==> config.mk <==
export PLATFORM = sky130hd
export DESIGN_NAME = timing_ctrl_team1
export DESIGN_NICKNAME = d
export VERILOG_FILES = /design/src/rtl/timing_ctrl_team1.sv
export SDC_FILE = /design/constraint.sdc
export NUM_CORES = 1
export LEC_CHECK = 0
export ABC_AREA = 1
export ABC_CLOCK_PERIOD_IN_PS = 4550
export BUFFER_PORTS_ARGS = -buffer_cell sky130_fd_sc_hd__buf_2
export CORE_MARGIN = 2
export CORE_UTILIZATION = 53
export CTS_CLUSTER_SIZE = 16
export DETAILED_ROUTE_END_ITERATION = 7
export PLACE_DENSITY_LB_ADDON = 0.25
export SLEW_MARGIN = 10
export SYNTH_ARGS = -nofsm -noshare
export SYNTH_HDL_FRONTEND = slang
export SYNTH_SLANG_ARGS = --single-unit
==> constraint.sdc <==
create_clock -name clk -period 4.55 [get_ports clk]
set_clock_uncertainty 0.2 [all_clocks]
set_input_delay 0.455 -clock clk [delete_from_list [all_inputs] [get_ports clk]]
set_output_delay 0.455 -clock clk [all_outputs]
set_load 0.005 [all_outputs]
==> src/rtl/timing_ctrl_team1.sv <==
// -----------------------------------------------------------------------------
// timing_ctrl_team1
//
// Instruction-cycle sequencer for the team1 basic computer. Holds the sequence
// counter (SC), the start/stop flip-flop (S), the instruction register (IR) and
// the registered fetch decode (I, D, B), and produces the one-hot timing
// signals T consumed by the accumulator control decode.
//
// Ports
//   clk     in   system clock, rising edge
//   RST_N   in   asynchronous active-low reset
//   START   in   level; sets S while the machine is halted
//   bus_in  in   memory word, captured into IR at the edge ending T1
//   SC_CLR  in   end-of-instruction from memory-reference control (SC >= 3)
//   T       out  one-hot timing signals, all zero while halted
//   D       out  registered one-hot decode of IR[14:12]
//   I       out  registered IR[15] (indirect bit)
//   B       out  registered IR[11:0]
//   IR_out  out  instruction register contents
//   S       out  1 = running, 0 = halted
//
// Configuration
//   TIMING_CTRL_HLT_EN  defined: HLT (D[7], I=0, B[0]=1 at T3) clears S.
//                       undefined: HLT behaves as a register-reference NOP and
//                       only reset clears S.
// -----------------------------------------------------------------------------
module timing_ctrl_team1 #(
  parameter int SC_WIDTH = 4,
  parameter int WORD     = 16
) (
  input  logic                     clk,
  input  logic                     RST_N,
  input  logic                     START,
  input  logic [WORD-1:0]          bus_in,
  input  logic                     SC_CLR,
  output logic [(2**SC_WIDTH)-1:0] T,
  output logic [7:0]               D,
  output logic                     I,
  output logic [WORD-5:0]          B,
  output logic [WORD-1:0]          IR_out,
  output logic                     S
);

  localparam int TW = 2**SC_WIDTH;
  localparam int BW = WORD - 4;

  localparam logic [SC_WIDTH-1:0] SC_ONE = SC_WIDTH'(1);
  localparam logic [SC_WIDTH-1:0] SC_T2  = SC_WIDTH'(2);
  localparam logic [SC_WIDTH-1:0] SC_T3  = SC_WIDTH'(3);

  logic [SC_WIDTH-1:0] sc_q, sc_d;
  logic                s_q, s_d;
  logic [WORD-1:0]     ir_q, ir_d;
  logic [7:0]          d_q, d_d;
  logic                i_q, i_d;
  logic [BW-1:0]       b_q, b_d;

  logic is_t1, is_t2, is_t3;
  logic reg_ref_t3;
  logic late_clr;
`ifdef TIMING_CTRL_HLT_EN
  logic hlt_t3;
`endif

  // NOTE: every variable driven here gets a default first, so no path through
  // the block can leave it unassigned and infer a latch.
  always_comb begin
    is_t1      = s_q && (sc_q == SC_ONE);
    is_t2      = s_q && (sc_q == SC_T2);
    is_t3      = s_q && (sc_q == SC_T3);
    // Register-reference / I/O instructions finish at T3.
    reg_ref_t3 = is_t3 && d_q[7];
    // External end-of-instruction only honoured once fetch/decode is done.
    late_clr   = s_q && SC_CLR && (sc_q >= SC_T3);

    s_d  = s_q;
    sc_d = sc_q;
    ir_d = ir_q;
    d_d  = d_q;
    i_d  = i_q;
    b_d  = b_q;

    // START only matters while halted; when running it is ignored.
    if (!s_q && START) s_d = 1'b1;
`ifdef TIMING_CTRL_HLT_EN
    hlt_t3 = reg_ref_t3 && !i_q && b_q[0];
    if (hlt_t3) s_d = 1'b0;
`endif

    // HLT is a subset of reg_ref_t3, so it clears SC through the same path.
    if (!s_q)                        sc_d = '0;
    else if (reg_ref_t3 || late_clr) sc_d = '0;
    else                             sc_d = sc_q + SC_ONE;  // wraps 15 -> 0

    if (is_t1) ir_d = bus_in;

    if (is_t2) begin
      i_d = ir_q[WORD-1];
      d_d = 8'd1 << ir_q[WORD-2 -: 3];
      b_d = ir_q[BW-1:0];
    end
  end

  // NOTE: state registers use non-blocking assignments so every flop samples
  // the pre-edge values regardless of statement order.
  always_ff @(posedge clk or negedge RST_N) begin
    if (!RST_N) begin
      sc_q <= '0;
      s_q  <= 1'b0;
      ir_q <= '0;
      d_q  <= '0;
      i_q  <= 1'b0;
      b_q  <= '0;
    end else begin
      sc_q <= sc_d;
      s_q  <= s_d;
      ir_q <= ir_d;
      d_q  <= d_d;
      i_q  <= i_d;
      b_q  <= b_d;
    end
  end

  // Single decoder stage from registered SC and S.
  assign T      = s_q ? (TW'(1) << sc_q) : '0;
  assign D      = d_q;
  assign I      = i_q;
  assign B      = b_q;
  assign IR_out = ir_q;
  assign S      = s_q;

endmodule

==> impl_metrics.toml, run 1 <==
[placed_design]
hpwl_mm = 2.67
io_buffers = 73
place_congestion = 0.855

[cts]
clk_pin_slew_worst_paths_ns = 0.07
cts_resized = 0
cts_tree = "yes"
clock-sinks = 42
cts_hold_buf = 0
clk-insertion-delay-late_ns = 0.29
cts_buffer_depth = 2
htreeDepth = 2
cts-root-buf = "clkbuf_8"
cts_buffers = 5
cts_setup_buffers = 0

[setup_path]
crit_path_max_fanout = 33
rr_startpoint = "sc_q[0]"
timing.rr.end = "D[4]"
startpoint_type = "flip-flop"
cp-startpoint = "sc_q[1]"
crit_type = "reg2out"
rrSetupSlack_ns = 2.65
crit_arrival_ns = 1.61
endpoint = "T[1]"
critPathCaptureType = "primary output"
reg2regPathDepth = 5
required_ns = 3.89

[final_layout]
synthToLayoutAreaGrowth_pct = 21.4
diodes = 0
layout.nets = 310
fillCellCount = 328
drive_gt1_share_pct = 43.0

[detailed_routing]
dr.pass1.iters = 4
vias = 1561
wl_per_cell_um = 11.1
route.detailed.drc = 0
postRouteAntennaNets = 0
drt-initial-drc-count = 93
viasPerCell = 4.70
wl_mm = 3.70

[sta]
min_period_ns = 2.26
period_share_pct = 49.7
tightest_slew_ns = 0.886
setup_viol = 0
hold_violations = 0
slew_viol_final = 0
slew_headroom_pct = 40.9
tns_ns = 0
rsz0062_at_grt = "false"
clock.fmax_mhz = 442

[global_routing]
grt_pass1_wl_mm = 6.38
gr-total-overflow = 0
grt_max_degree = 43
antenna_found_initial = 0
grt_pass1_vias = 1441
grt_use_total_pct = 19.2

[status]
status = "finished, final reports clean"

[pwr]
powerDensity_mw_per_mm2 = 707
cellLeakagePower_nw = 1.36
total_power_mw = 1.75
ir_worst_vdd_mv = 0.326

[floorplan]
die_x_um = 66.1
initial_core_util_pct = 55.4
ios = 74
die_h_um = 66.1
die-area_mm2 = 0.00437
core_mm2 = 0.00369
num_rows = 22

[logic_synthesis]
avgSynthCellArea_um2 = 9.59
netlist-cell-type-count = 20
ys_seq_elements = 42
netlist_area_mm2 = 0.00204
synth_cells = 213
synth_nets = 239
yosysWarnings = 0
seq_area_frac_synth_pct = 51.4

[worst_hold_path]
hold_class = "in2async"

[run]
cap_violations = 0
## synthesized netlist by cell type
cell type | instances | area (um2)
nand3_4 | 1 | 17.5
o21ai_1 | 3 | 15.0
nand3_1 | 3 | 15.0
or2_2 | 1 | 6.26
inv_1 | 26 | 97.6
buf_4 | 1 | 7.51
nor2_4 | 1 | 11.3
dfrtp_1 | 42 | 1050
nand4_1 | 2 | 12.5
nand3_2 | 1 | 10.0
clkinv_4 | 1 | 8.76
nor2_1 | 20 | 75.1
buf_6 | 7 | 78.8
nand2_2 | 3 | 18.8
nand2_1 | 57 | 214
nor3_1 | 2 | 10.0
or2_0 | 1 | 6.26
buf_8 | 1 | 15.0
o21ai_2 | 34 | 298
ha_1 | 6 | 75.1
## sequential cells by signal, summed over array words and instances (netlist names)
register and cells:
sc_q 4, D 8, S 1, B 12, IR_out 16, I 1
## per-stage QoR
stage          std cells  instance area, um2  hold slack [ns]  utilization (%)  worst slack (ns)
2_1_floorplan        213                2040          -0.0406                -              2.91
5_1_grt              332                2480            0.155             67.2              2.18
3_5_place_dp         325                2370            0.265             64.2              2.61
4_1_cts              332                2480            0.110             67.2              2.28
3_3_place_gp         325                2370            0.261             64.2              2.67
6_report             332                2480           0.0843             67.2              2.29
## worst max-delay path, stage by stage, from the launching register on
cell,delay (ns)
dfrtp_1,0.43
inv_1,0.09
ha_1,0.22
nand3_2,0.11
clkinv_4,0.24
buf_2,0.22
## layer usage
layer / global-route usage, % / vias to the layer above / part of all wire, %
li1: - / 802 / -
met1: 25.2 / 692 / 47
met2: 30.8 / 61 / 44
met3: 5.62 / 6 / 7.6
met4: 6.12 / 0 / 1.1
met5: 0 / - / 0
## final cells by class
cell class / count / area, um2 / share of cell area [%]
well taps: 48 / 60.1 / 2.42
multi-input cells: 135 / 785 / 31.6
repair buffers: 73 / 365 / 14.7
inverters: 27 / 106 / 4.29
clock inverters: 1 / 30.0 / 1.21
clock buffers: 6 / 82.6 / 3.33
flip-flops and latches: 42 / 1050 / 42.4
## worst min path at each step
stage | slack (ns) | from | to
2_1_floorplan | -0.04 | RST_N | B[0]
3_3_place_gp | 0.26 | B[8] | B[8]
3_5_place_dp | 0.27 | D[3] | D[3]
4_1_cts | 0.11 | RST_N | IR_out[2]
5_1_grt | 0.16 | START | S
6_report | 0.08 | RST_N | IR_out[2]
## power by group
| part | switching [mW] | internal [mW] | total, mW |
|---|---|---|---|
| Combinational | 0.479 | 0.328 | 0.806 |
| Clock | 0.117 | 0.175 | 0.293 |
| Sequential | 0.117 | 0.538 | 0.655 |
| Total | 0.713 | 1.04 | 1.75 |
## logic make-up (layout without fill, tap and decap cells)
family                   after synthesis  count (layout)  share of synthesized area [%]
AO/OA/AOI/OAI                         37              37                           15.3
adder cells (fa/ha/maj)                6               6                           3.67
buffers and inverters                 36             107                           10.2
flip-flops                            42              42                           51.4
AND/OR/NAND/NOR                       92              92                           19.4
## cells in the final DEF (no fill, tap or decap)
master	count
o21ai_1	3
nor3_1	2
o21ai_2	34
inv_1	26
clkbuf_8	6
bufinv_16	1
nand2_1	57
or2_2	1
nand2_2	3
or2_0	1
nand4_1	2
clkinv_4	1
nand3_2	1
nor2_4	1
buf_2	73
nand3_4	1
ha_1	6
nor2_1	20
nand3_1	3
dfrtp_1	42
Power figures use the tool's default switching activity.
==> inputs of run 2 (changes only) <==
--- a/config.mk
+++ b/config.mk
@@ -6,10 +6,10 @@
 export NUM_CORES = 1
 export LEC_CHECK = 0
 export ABC_AREA = 1
-export ABC_CLOCK_PERIOD_IN_PS = 4550
+export ABC_CLOCK_PERIOD_IN_PS = 2200
 export BUFFER_PORTS_ARGS = -buffer_cell sky130_fd_sc_hd__buf_2
 export CORE_MARGIN = 2
-export CORE_UTILIZATION = 53
+export CORE_UTILIZATION = 49
 export CTS_CLUSTER_SIZE = 16
 export DETAILED_ROUTE_END_ITERATION = 7
 export PLACE_DENSITY_LB_ADDON = 0.25
==> constraint.sdc (replaced) <==
create_clock -name clk -period 2.2 [get_ports clk]
set_clock_uncertainty 0.2 [all_clocks]
set_input_delay 0.22 -clock clk [delete_from_list [all_inputs] [get_ports clk]]
set_output_delay 0.22 -clock clk [all_outputs]
set_load 0.005 [all_outputs]
==> run 2 against run 1 <==
Effect of this change:
- utilization down 0.36 points
- sequential share of layout area down 3.1 points
- final cell count up 6.9%
- highest routed layer unchanged
==> impl_metrics.toml, run 2 (synthesis results as in run 1) <==
[sta]
slew_headroom_pct = 61.5
period_share_pct = 92.5
hold_ws_ns = 0.148
slew_viol_final = 0
setup_viol = 0
tns_ns = 0
setup_slack_ns = 0.166
rsz0062_at_grt = "false"
min_period_ns = 2.03
clock.fmax_mhz = 492
hold_violations = 0
tightest_slew_ns = 0.577

[setup_path]
critical-path-slowest-cell = "dfrtp_1"
path_cells = "inv_1, ha_1, nand3_2, clkinv_4, buf_2"
startpoint_type = "flip-flop"
required_ns = 1.78
critPathCaptureType = "primary output"
crit_type = "reg2out"
crit_arrival_ns = 1.61
slowest_delay_ns = 0.42
crit_path_max_fanout = 33

[cts]
cts_buffers = 5
clk_pin_slew_worst_paths_ns = 0.08
clock-sinks = 42
cts_tree = "yes"
htreeDepth = 2
cts_setup_buffers = 0
cts_buffer_depth = 2
cts-root-buf = "clkbuf_8"
clk-insertion-delay-late_ns = 0.29

[detailed_routing]
dr.pass1.iters = 4
vias = 1661
wl_mm = 4.14
drt-initial-drc-count = 57
wl_per_cell_um = 11.7
postRouteAntennaNets = 0
route.detailed.drc = 0
viasPerCell = 4.68

[global_routing]
antenna_found_initial = 0
gr-total-overflow = 0
grt_pass1_wl_mm = 6.84
grt_pass1_vias = 1536
grt_max_degree = 43
grt_use_total_pct = 19.8

[floorplan]
num_rows = 23
die-area_mm2 = 0.00470
die_x_um = 68.6
die_h_um = 68.6
initial_core_util_pct = 51.1
core_mm2 = 0.00400
ios = 74

[final_layout]
diodes = 0
synthToLayoutAreaGrowth_pct = 30.9
final_common_cell = "buf_2"
layout_common_cells = "73 x buf_2, 57 x nand2_1, 42 x dfrtp_1, 34 x o21ai_2, 26 x inv_1"
layout.nets = 330
drive_gt1_share_pct = 41.0
largest_reg_flops = 16
final_cells = 355

[pwr]
pwr-share-comb_pct = 47.1
total_power_mw = 3.63
ir_worst_vdd_mv = 0.747
cellLeakagePower_nw = 1.44
powerDensity_mw_per_mm2 = 1360
p_clk_share_pct = 15.6
p_sw_mw = 1.50
seqPwrFrac_pct = 37.3
intPower_mw = 2.13
p_sw_share_pct = 41.2

[run]
cap_violations = 0

[placed_design]
placed_cells = 329
io_buffers = 73
hpwl_mm = 2.91
place_congestion = 0.829
place_ws_ns = 0.317

[status]
status = "finished, final reports clean"

[worst_hold_path]
hold_class = "in2reg"
run 2: changes by cell type in the layout (fill, tap and decap cells not counted):
cell and delta:
dlygate4sd3_1 +18, buf_4 +2, clkbuf_8 +2, bufinv_16 -1
run 2: power groups by stage:
stage                     Sequential [mW]  Clock [mW]  Combinational, mW
after floorplan                      1.36           0               1.28
after detailed placement             1.37           0               1.72
after global placement               1.36           0               1.66
final                                1.35       0.565               1.71
after global routing                 1.41       0.620               1.97
after CTS                            1.36       0.590               1.75
run 2: layout make-up:
| type | instances | area (um2) |
|---|---|---|
| clock buffer | 8 | 110 |
| fill | 361 | 1330 |
| inverter | 27 | 106 |
| multi-input combinational | 135 | 785 |
| sequential | 42 | 1050 |
| tap | 50 | 62.6 |
| timing repair buffer | 93 | 561 |
run 2: path summary, 6_finish.rpt:
| path | from | to | slack [ns] | depth (start not counted) |
|---|---|---|---|---|
| max | sc_q[1] | T[1] | 0.17 | 5 |
| min | SC_CLR | sc_q[2] | 0.15 | 6 |
| max reg2reg | sc_q[0] | B[8] | 0.31 | 5 |
| min reg2reg | D[2] | D[2] | 0.28 | 2 |
| max in group asynchronous | RST_N | B[8] | 1.33 | 3 |
| min in group asynchronous | RST_N | sc_q[2] | 0.24 | 3 |
run 2: worst max-delay path: cells and delay by family, from the launching register on:
family,cells,cell delay (ns)
adders and majority gates,1,0.24
buffers and inverters,3,0.55
DFF,1,0.42
and+or+nand+nor,1,0.11
run 2: per-stage QoR:
| stage | area (um2) | util (%) |
|---|---|---|
| 2_1_floorplan | 2040 | - |
| 3_3_place_gp | 2380 | 59.6 |
| 3_5_place_dp | 2380 | 59.6 |
| 4_1_cts | 2680 | 66.9 |
| 5_1_grt | 2680 | 66.9 |
| 6_report | 2680 | 66.9 |
run 2: layer usage:
| metal | share of wire [%] | GRT usage, % |
|---|---|---|
| met1 | 42 | 24.6 |
| met2 | 50 | 32.6 |
| met3 | 6.7 | 5.19 |
| met4 | 1.3 | 8.25 |
| met5 | 0 | 0 |
run 2: repair_timing:
action                                 in CTS  in global routing
endpoints found under the hold margin      59                  0
resized for setup                           0                  0
hold buffers                               18                  0
==> inputs of run 3 (changes only) <==
--- a/config.mk
+++ b/config.mk
@@ -5,11 +5,12 @@
 export SDC_FILE = /design/constraint.sdc
 export NUM_CORES = 1
 export LEC_CHECK = 0
-export ABC_AREA = 1
-export ABC_CLOCK_PERIOD_IN_PS = 2200
+export ABC_CLOCK_PERIOD_IN_PS = 1800
 export BUFFER_PORTS_ARGS = -buffer_cell sky130_fd_sc_hd__buf_2
+export CELL_PAD_IN_SITES_DETAIL_PLACEMENT = 0
+export CELL_PAD_IN_SITES_GLOBAL_PLACEMENT = 1
 export CORE_MARGIN = 2
-export CORE_UTILIZATION = 49
+export CORE_UTILIZATION = 34
 export CTS_CLUSTER_SIZE = 16
 export DETAILED_ROUTE_END_ITERATION = 7
 export PLACE_DENSITY_LB_ADDON = 0.25
==> constraint.sdc (replaced) <==
create_clock -name clk -period 1.8 [get_ports clk]
set_clock_uncertainty 0.2 [all_clocks]
set_input_delay 0.18 -clock clk [delete_from_list [all_inputs] [get_ports clk]]
set_output_delay 0.18 -clock clk [all_outputs]
set_load 0.005 [all_outputs]
==> run 3 against run 2 <==
Effect of this change:
- the run now ends with negative setup slack left
- combinational power increased by 72%
- synthesized cell count is 33% lower
- count of clock-buffer cells in the layout shrank 1
- critical path type unchanged
- area after synthesis shrank 5.1%
- highest routed layer unchanged
- via count decreased by 11%
- routed wire length increased by 7.5%
- worst setup slack worse by 0.24 ns
==> impl_metrics.toml, run 3 <==
[logic_synthesis]
synth_ff_type = "dfrtp_1"
synth_compound_area_share_pct = 1.23
synth_top_family_by_area = "multiplexers"
seq_area_frac_synth_pct = 54.2
synth_adder_area_share_pct = 3.87
yosysTopAreaCell = "dfrtp_1"
muxShareOfSynthArea_pct = 23.8
ys_seq_elements = 42
netlist-cell-type-count = 27
synth_cells = 142
netlist_area_mm2 = 0.00194
avgSynthCellArea_um2 = 13.6
synth_area_leaders = "dfrtp_1 54%, mux2_2 16%, mux2_4 7.0%"
synth_most_common_cell = "dfrtp_1"
yosysWarnings = 0
synth_nets = 168
yosys-top-cells-count = "42 x dfrtp_1, 28 x mux2_2, 11 x nor2_1"
ys_async_sr_fraction_pct = 100
synth_xor_area_share_pct = 0
netlist.area_leader.share_pct = 54.2
synth_edf_count = 0
synth_simple_gate_area_share_pct = 13.2

[floorplan]
core_mm2 = 0.00551
ios = 74
die_x_um = 79.5
die_h_um = 79.5
initial_core_util_pct = 35.2
num_rows = 27
die-area_mm2 = 0.00632

[sta]
slew_headroom_pct = 61.9
setup_viol = 35
hold_ws_ns = 0.220
min_period_ns = 1.87
slew_viol_final = 0
clock.fmax_mhz = 534
setup_slack_ns = -0.0725
hold_violations = 0
rsz0062_at_grt = "true"
tightest_slew_ns = 0.572
period_share_pct = 104

[run]
cap_violations = 0

[pwr]
pwr-share-comb_pct = 54.8
p_clk_share_pct = 11.4
seqPwrFrac_pct = 33.8
ir_worst_vdd_mv = 0.988
powerDensity_mw_per_mm2 = 1730
intPower_mw = 3.62
p_sw_share_pct = 32.7
p_sw_mw = 1.76
cellLeakagePower_nw = 1.53

[global_routing]
antenna_found_initial = 0
grt_use_total_pct = 14.8
grt_pass1_vias = 1489
gr-total-overflow = 0
grt_max_degree = 27
grt_pass1_wl_mm = 7.11

[final_layout]
final_common_cell = "buf_2"
diodes = 0
layout.nets = 280
fillCellCount = 456
final_cell_area_mm2 = 0.00311
drive_gt1_share_pct = 66.3
largest_reg_flops = 16
synthToLayoutAreaGrowth_pct = 60.4
final_util_pct = 56.5
layout_common_cells = "69 x buf_2, 39 x dfrtp_1, 31 x mux2_4, 19 x dlygate4sd3_1, 12 x buf_4"

[cts]
cts_tree = "yes"
cts-root-buf = "clkbuf_8"
clk-insertion-delay-late_ns = 0.29
clock-sinks = 42
htreeDepth = 2
clk_pin_slew_worst_paths_ns = 0.07
cts_buffer_depth = 2
cts_buffers = 5

[detailed_routing]
viasPerCell = 4.54
drt-initial-drc-count = 43
postRouteAntennaNets = 0
wl_mm = 4.45
route.detailed.drc = 0
wl_per_cell_um = 13.6
dr_wl_met2_mm = 2.19
wl_met1_mm = 1.93
vias = 1485
dr.pass1.iters = 3
top_layer_used = "met4"
dr_wl_met3_um = 264

[placed_design]
place_congestion = 0.704
hpwl_mm = 2.90
placed_area_mm2 = 0.00245
io_buffers = 73

[setup_path]
required_ns = 1.42
critical-path-slowest-cell = "dfrtp_2"
slowest_delay_ns = 0.48
critPathCaptureType = "primary output"
crit_type = "reg2out"
rr_startpoint = "sc_q[1]"
crit_path_max_fanout = 6
worst-path-buf-inv = 2
rrSetupSlack_ns = -0.05
startpoint_type = "flip-flop"
cp_top_family = "flip-flops"
timing.rr.end = "IR_out[12]"
reg2regPathDepth = 6
crit_arrival_ns = 1.49
path_cells = "ha_4, buf_6, ha_4, and3_4, buf_6"

[status]
violations = "negative setup slack"
status = "finished, violations left"

[worst_hold_path]
hold_class = "in2async"
==> run 3: changes by cell type in the layout (fill, tap and decap cells not counted), moves of 10 or more <==
cell     before  now
o21ai_2      34    0
nor2_1       20    6
inv_1        26    2
mux2_4        0   31
nand2_1      57    4
buf_4         2   12
==> run 3: how the worst max path moves through the flow <==
stage	depth (start not counted)	from	end
finish	5	sc_q[0]	T[15]
CTS	5	sc_q[1]	T[1]
detailed placement	4	sc_q[0]	sc_q[2]
global route	5	sc_q[1]	T[1]
global placement	4	sc_q[0]	sc_q[2]
floorplan	4	sc_q[0]	sc_q[2]
==> run 3: layer usage <==
metal | global-route usage, % | vias up
met5 | 0 | -
met4 | 5.17 | 0
met3 | 4.30 | 6
met1 | 17.9 | 719
met2 | 25.0 | 46
li1 | - | 714
==> run 3: worst reg2reg max path, delay by kind of cell, from the launching register on <==
| kind | cells | cell delay (ns) |
|---|---|---|
| adders and majority gates | 1 | 0.13 |
| DFF | 1 | 0.47 |
| and+or+nand+nor | 1 | 0.27 |
| buffers and inverters | 3 | 0.37 |
| muxes | 1 | 0.30 |
==> run 3: what timing repair did <==
action                     CTS  global route
buffers inserted             7             1
hold endpoints to repair    42             0
pin swaps                    6             9
hold buffers                19             0
setup endpoints to repair   28            51
resized for setup           38            26
==> run 3: metrics by stage <==
stage / power [mW] / setup TNS [ns] / instances / worst slack (ns)
global placement: 3.86 / 0 / 292 / 0.00435
finish: 5.38 / -1.41 / 327 / -0.0725
CTS: 5.18 / -1.02 / 326 / -0.0586
detailed placement: 3.89 / -0.0324 / 292 / -0.0207
floorplan: 3.04 / 0 / 142 / 0.0287
global route: 5.75 / -3.98 / 327 / -0.134
==> run 3: cell type report <==
| cell class | count | area, um2 | area share [%] |
|---|---|---|---|
| multi-input combinational | 89 | 1040 | 33.6 |
| tap | 72 | 90.1 | 2.90 |
| sequential | 42 | 1050 | 33.9 |
| clock inverter | 1 | 5.00 | 0.161 |
| timing repair buffer | 112 | 813 | 26.2 |
| inverter | 4 | 15.0 | 0.483 |
| clock buffer | 7 | 86.3 | 2.78 |
==> run 3: cell families (layout without fill, tap and decap cells) <==
kind of cell	Yosys count	count (layout)
DFF	42	42
and+or+nand+nor	42	42
muxes	38	38
buffers and inverters	11	124
adders and majority gates	6	6
AOI/OAI and AO/OA	3	3
==> run 3: power by group through the flow <==
stage	Clock [mW]	Combinational, mW	Sequential [mW]
4_1_cts	0.631	2.73	1.83
5_1_grt	0.675	3.18	1.89
3_5_place_dp	0	2.11	1.78
3_3_place_gp	0	2.08	1.78
2_1_floorplan	0	1.29	1.76
6_report	0.613	2.94	1.82
